==> src/rtl/riscv_hazard_pkg.sv <==
// Shared types and helpers for the EX-stage forwarding / load-use hazard unit.
package riscv_hazard_pkg;

   localparam int unsigned DEF_REG_ADDR_W = 5;
   // Slot rd is stored at a fixed width; narrower register indices are zero-extended.
   localparam int unsigned SLOT_RD_W      = 8;
   localparam int unsigned FWD_SEL_RF     = 0;

   typedef struct packed {
      logic                 valid;
      logic [SLOT_RD_W-1:0] rd;
      logic                 reg_write;
      logic                 mem_read;
   } fwd_slot_t;

   function automatic int unsigned clog2(input int unsigned value);
      int unsigned w;
      w = 0;
      for (int unsigned i = 0; i < 32; i++) begin
         if ((64'd1 << i) < 64'(value)) w = i + 1;
      end
      return w;
   endfunction

   function automatic logic is_producer(input fwd_slot_t s);
      return s.valid && s.reg_write && (s.rd != '0);
   endfunction

   function automatic logic load_match(input fwd_slot_t s, input logic [SLOT_RD_W-1:0] src);
      return s.valid && s.reg_write && s.mem_read && (s.rd != '0) && (s.rd == src);
   endfunction

endpackage

==> src/rtl/fwd_slot_pipe.sv <==
// Shift register of retiring-writer records: slot 1 takes the EX instruction,
// slot k takes slot k-1, every cycle.
module fwd_slot_pipe
   import riscv_hazard_pkg::*;
#(
   parameter int unsigned DEPTH = 2
) (
   input  logic                  clk,
   input  logic                  reset,
   input  fwd_slot_t             slot_in,
   output fwd_slot_t [DEPTH:1]   slots
);

   fwd_slot_t [DEPTH:1] slot_d;
   fwd_slot_t [DEPTH:1] slot_q;

   always_comb begin
      slot_d    = slot_q;
      slot_d[1] = slot_in;
      for (int unsigned k = 2; k <= DEPTH; k++) begin
         slot_d[k] = slot_q[k-1];
      end
   end

   always_ff @(posedge clk) begin
      if (reset) slot_q <= '0;
      else       slot_q <= slot_d;
   end

   assign slots = slot_q;

endmodule

==> src/rtl/hazard_forward_unit.sv <==
// EX operand forwarding from tracked writer slots plus load-use stall
// detection for ID, with a saturating stall-cycle counter.
module hazard_forward_unit
   import riscv_hazard_pkg::*;
#(
   parameter  int unsigned NUM_FWD_STAGES = 2,
   parameter  int unsigned LOAD_LAT       = 1,
   parameter  int unsigned REG_ADDR_W     = DEF_REG_ADDR_W,
   parameter  int unsigned CNT_W          = 32,
   localparam int unsigned SEL_W          = clog2(NUM_FWD_STAGES + 1)
) (
   input  logic                  clk,
   input  logic                  reset,
   input  logic                  ex_valid,
   input  logic [REG_ADDR_W-1:0] ex_rd,
   input  logic                  ex_reg_write,
   input  logic                  ex_mem_read,
   input  logic [REG_ADDR_W-1:0] ex_rs1,
   input  logic [REG_ADDR_W-1:0] ex_rs2,
   input  logic                  id_valid,
   input  logic [REG_ADDR_W-1:0] id_rs1,
   input  logic [REG_ADDR_W-1:0] id_rs2,
   input  logic                  id_rs1_used,
   input  logic                  id_rs2_used,
   input  logic                  flush,
   output logic [SEL_W-1:0]      fwd_a,
   output logic [SEL_W-1:0]      fwd_b,
   output logic                  stall,
   output logic [CNT_W-1:0]      stall_count
);

   fwd_slot_t                     ex_slot;
   fwd_slot_t [NUM_FWD_STAGES:1]  slots;
   logic [SLOT_RD_W-1:0]          ex_src1, ex_src2, id_src1, id_src2;
   logic                          hazard;
   logic [CNT_W-1:0]              stall_count_d, stall_count_q;

   always_comb begin
      ex_slot = '{valid: ex_valid, rd: SLOT_RD_W'(ex_rd),
                  reg_write: ex_reg_write, mem_read: ex_mem_read};
      ex_src1 = SLOT_RD_W'(ex_rs1);
      ex_src2 = SLOT_RD_W'(ex_rs2);
      id_src1 = SLOT_RD_W'(id_rs1);
      id_src2 = SLOT_RD_W'(id_rs2);
   end

   fwd_slot_pipe #(
      .DEPTH (NUM_FWD_STAGES)
   ) u_slot_pipe (
      .clk     (clk),
      .reset   (reset),
      .slot_in (ex_slot),
      .slots   (slots)
   );

   // Walk from the oldest slot to the newest so the nearest producer overrides.
   always_comb begin
      logic usable;
      fwd_a = SEL_W'(FWD_SEL_RF);
      fwd_b = SEL_W'(FWD_SEL_RF);
      for (int unsigned k = NUM_FWD_STAGES; k >= 1; k--) begin
         usable = is_producer(slots[k]) && !(slots[k].mem_read && (k <= LOAD_LAT));
         if (usable && (slots[k].rd == ex_src1)) fwd_a = SEL_W'(k);
         if (usable && (slots[k].rd == ex_src2)) fwd_b = SEL_W'(k);
      end
      if (reset) begin
         fwd_a = SEL_W'(FWD_SEL_RF);
         fwd_b = SEL_W'(FWD_SEL_RF);
      end
   end

   // A load at position d (EX = 0, slot k = k) blocks the ID reader while d < LOAD_LAT.
   always_comb begin
      hazard = 1'b0;
      if (id_rs1_used && (id_src1 != '0) && load_match(ex_slot, id_src1)) hazard = 1'b1;
      if (id_rs2_used && (id_src2 != '0) && load_match(ex_slot, id_src2)) hazard = 1'b1;
      for (int unsigned d = 1; d < LOAD_LAT; d++) begin
         if (id_rs1_used && (id_src1 != '0) && load_match(slots[d], id_src1)) hazard = 1'b1;
         if (id_rs2_used && (id_src2 != '0) && load_match(slots[d], id_src2)) hazard = 1'b1;
      end
      stall = hazard && id_valid && !flush && !reset;
   end

   always_comb begin
      stall_count_d = stall_count_q;
      if (stall && (stall_count_q != '1)) stall_count_d = stall_count_q + CNT_W'(1);
   end

   always_ff @(posedge clk) begin
      if (reset) stall_count_q <= '0;
      else       stall_count_q <= stall_count_d;
   end

   assign stall_count = stall_count_q;

endmodule

==> config.mk <==
export PLATFORM = sky130hd
export DESIGN_NAME = hazard_forward_unit
export DESIGN_NICKNAME = d
export VERILOG_FILES = /design/src/rtl/riscv_hazard_pkg.sv /design/src/rtl/fwd_slot_pipe.sv /design/src/rtl/hazard_forward_unit.sv
export SDC_FILE = /design/constraint.sdc
export NUM_CORES = 1
export LEC_CHECK = 0
export BUFFER_PORTS_ARGS = -buffer_cell sky130_fd_sc_hd__buf_2
export CAP_MARGIN = 5
export CORE_AREA = 2 2 75 77
export DETAILED_ROUTE_END_ITERATION = 12
export DIE_AREA = 0 0 77 79
export GPL_TIMING_DRIVEN = 0
export PLACE_DENSITY = 0.87
export SLEW_MARGIN = 20
export SYNTH_ARGS = -nofsm -noshare
export SYNTH_HDL_FRONTEND = slang
export SYNTH_HIERARCHICAL = 1
export SYNTH_SLANG_ARGS = --single-unit
==> constraint.sdc <==
create_clock -name clk -period 2.4 [get_ports clk]
set_input_delay 0.36 -clock clk [delete_from_list [all_inputs] [get_ports clk]]
set_output_delay 0.36 -clock clk [all_outputs]
set_load 0.02 [all_outputs]
==> metrics.cfg <==
[global_route]
grt_pass1_wl_um = 10800
grt_max_degree = 17
antenna_found_initial = 0
grt-ovfl-total = 0
grt_util_all_layers_pct = 21.9
grt_pass1_vias = 2409

[placed_design]
dp_hpwl_um = 4890
gp_congestion = 0.871
dpl.cell_count = 436
io_buffer_count = 70

[worst_setup_path]
slowest_stage = or4_1
rrSetupSlack_ns = 0.11
cpPeakStageDelay_ns = 0.52
crit_arrival_ns = 1.94
crit_path_start_kind = input pin
required_ns = 2.04
crit_chain = buf_2 > or4_1 > o211ai_1 > o22ai_2 > buf_2 > nor2b_1 > buf_2
worst-r2r-cell-count = 8
crit_fanout = 10
timing.rr.end = stall_count[24]
r2r_start = stall_count[0]
end_kind = output port
crit_path_end = stall
crit_type = in -> out
startpoint = ex_rd[1]
cp_common_cell = buf_2

[detailed_routing]
drt_wl_total_um = 6590
vias_per_cell = 5.56
drt-met1-wl_um = 2780
dr_wl_met3_um = 394
ant_nets = 0
first_pass_iters = 4
routed.top_layer = met4
remaining_drc_errors = 0
vias = 2492
drt-wirelength-per-cell_um = 14.7
drt_iter0_drc = 130
route.met2.wl_um = 3320

[clock_tree]
htreeDepth = 2
clockRootBuffer = clkbuf_8
cts_tree = yes
cts_buffers = 5
cts.reportedPaths.clkPinSlew_ns = 0.09
clk_latency_ns = 0.31
cts_max_path_buffers = 2
cts_sinks = 53
postCtsHoldBufs = 0

[sta]
clock_skew_ns = 0.00859
period_share_pct = 95.7
tightest_slew_ns = 0.744
relSlewSlack_pct = 50.2
timing.fmax_mhz = 435
hold_viol_final = 0
min_period_ns = 2.30
setup_violations = 0
slew_violations = 0

[cells_and_area]
stdcell_count = 448
syn_to_final_growth_pct = 22.2
drive_gt1_share_pct = 30.9
final_nets = 410
post-route-util_pct = 61.8
seq_area_mm2 = 0.00106
multi_input_area_mm2 = 0.00156
fill_cells = 480
insertedDiodeCount = 0

[logic_synthesis]
syn_inst = 292
syn_area_mm2 = 0.00270
ys_warn_count = 6
syn_avg_cell_area_um2 = 9.25

[power_and_ir_drop]
irDropWorstVdd_v = 0.000364
finalPower_mw = 1.68
p_leak_nw = 1.33
power_density_mw_per_mm2 = 510

[die]
die_x_um = 77
fp-row-count = 27
die-area_mm2 = 0.00608
io_pins = 71
start_util_pct = 50.6
core_mm2 = 0.00534
die_h_um = 79

[flow_run]
maxCapViolCount = 0

[worst_hold_path]
hold_path_class = in -> reg

[run_status]
status = completed

metal layers:
metal | global-route usage [%] | up-vias
met5 | 0 | -
met4 | 7.32 | 0
met3 | 4.89 | 10
met2 | 40.4 | 78
met1 | 25.0 | 1177
li1 | - | 1227
cell usage in the layout (no fill, tap or decap), types with 2 or more instances in the layout:
cell      count
xnor2_1      22
nand4_2       2
o41ai_1       2
buf_2        72
nor2_1       22
o21ai_1       6
nor3_1        9
xor2_1       20
buf_4         4
nand3_1      20
o31ai_1       5
and3_1        3
nor2b_1       8
o21ai_0       4
or3_1         9
nand4_1      18
buf_6         4
clkbuf_8      6
clkbuf_1      2
dfxtp_1      53
nor2b_2      15
nand2_1       8
conb_1        3
nand2_2       3
a21oi_1      14
and2_1        3
nor4_1        3
or4_1        11
inv_1         3
o211ai_1      4
cell type report:
| cell class | instances | share of cell area, % |
|---|---|---|
| Inverter | 3 | 0.341 |
| Sequential cell | 53 | 32.2 |
| Multi-Input combinational cell | 229 | 47.3 |
| Tap cell | 72 | 2.73 |
| Buffer | 9 | 2.35 |
| Timing Repair Buffer | 74 | 11.5 |
| Clock buffer | 6 | 2.50 |
| Clock inverter | 2 | 1.14 |
registers in the layout (all words and copies together), names as in the netlist:
signal,flops
stall_count,32
u_slot_pipe/slots,21
per-stage QoR:
stage | hold WS [ns] | area, um^2 | setup slack [ns] | TNS (ns)
6_report | 0.274 | 3300 | 0.103 | 0
5_1_grt | 0.287 | 3300 | -0.0156 | -0.0204
4_1_cts | 0.268 | 3270 | 0.0407 | 0
3_5_place_dp | 0.464 | 3150 | 0.000175 | 0
3_3_place_gp | 0.456 | 3150 | 0.000789 | 0
2_1_floorplan | 0.438 | 2710 | 0.212 | 0
where the power goes:
part | total, mW | switching (mW) | internal (mW)
Sequential | 0.908 | 0.0124 | 0.895
Combinational | 0.146 | 0.0738 | 0.0725
Clock | 0.629 | 0.290 | 0.339
Total | 1.68 | 0.376 | 1.31
worst min-delay path by stage:
stage                                startpoint                     to  slack, ns  depth (start not counted)
after floorplan            u_slot_pipe/slots[1]  u_slot_pipe/slots[12]       0.44                          1
after global placement     u_slot_pipe/slots[1]  u_slot_pipe/slots[12]       0.46                          1
after detailed placement  u_slot_pipe/slots[10]  u_slot_pipe/slots[21]       0.46                          1
after CTS                          ex_reg_write   u_slot_pipe/slots[1]       0.27                          2
after global routing               ex_reg_write   u_slot_pipe/slots[1]       0.29                          2
final                              ex_reg_write   u_slot_pipe/slots[1]       0.27                          2
critical path: cells and delay by family:
kind	cells	cell delay, ns
and+or+nand+nor	2	0.68
buffers and inverters	3	0.54
AOI/OAI and AO/OA	2	0.36
repair_timing:
item,4_1_cts,5_1_grt
endpoints found under the hold margin,0,0
endpoints found under the setup margin,1,13
pin swaps,0,2
buffers inserted,0,4
cloned,0,0
gates resized for setup,1,1
Power figures use the tool's default switching activity.
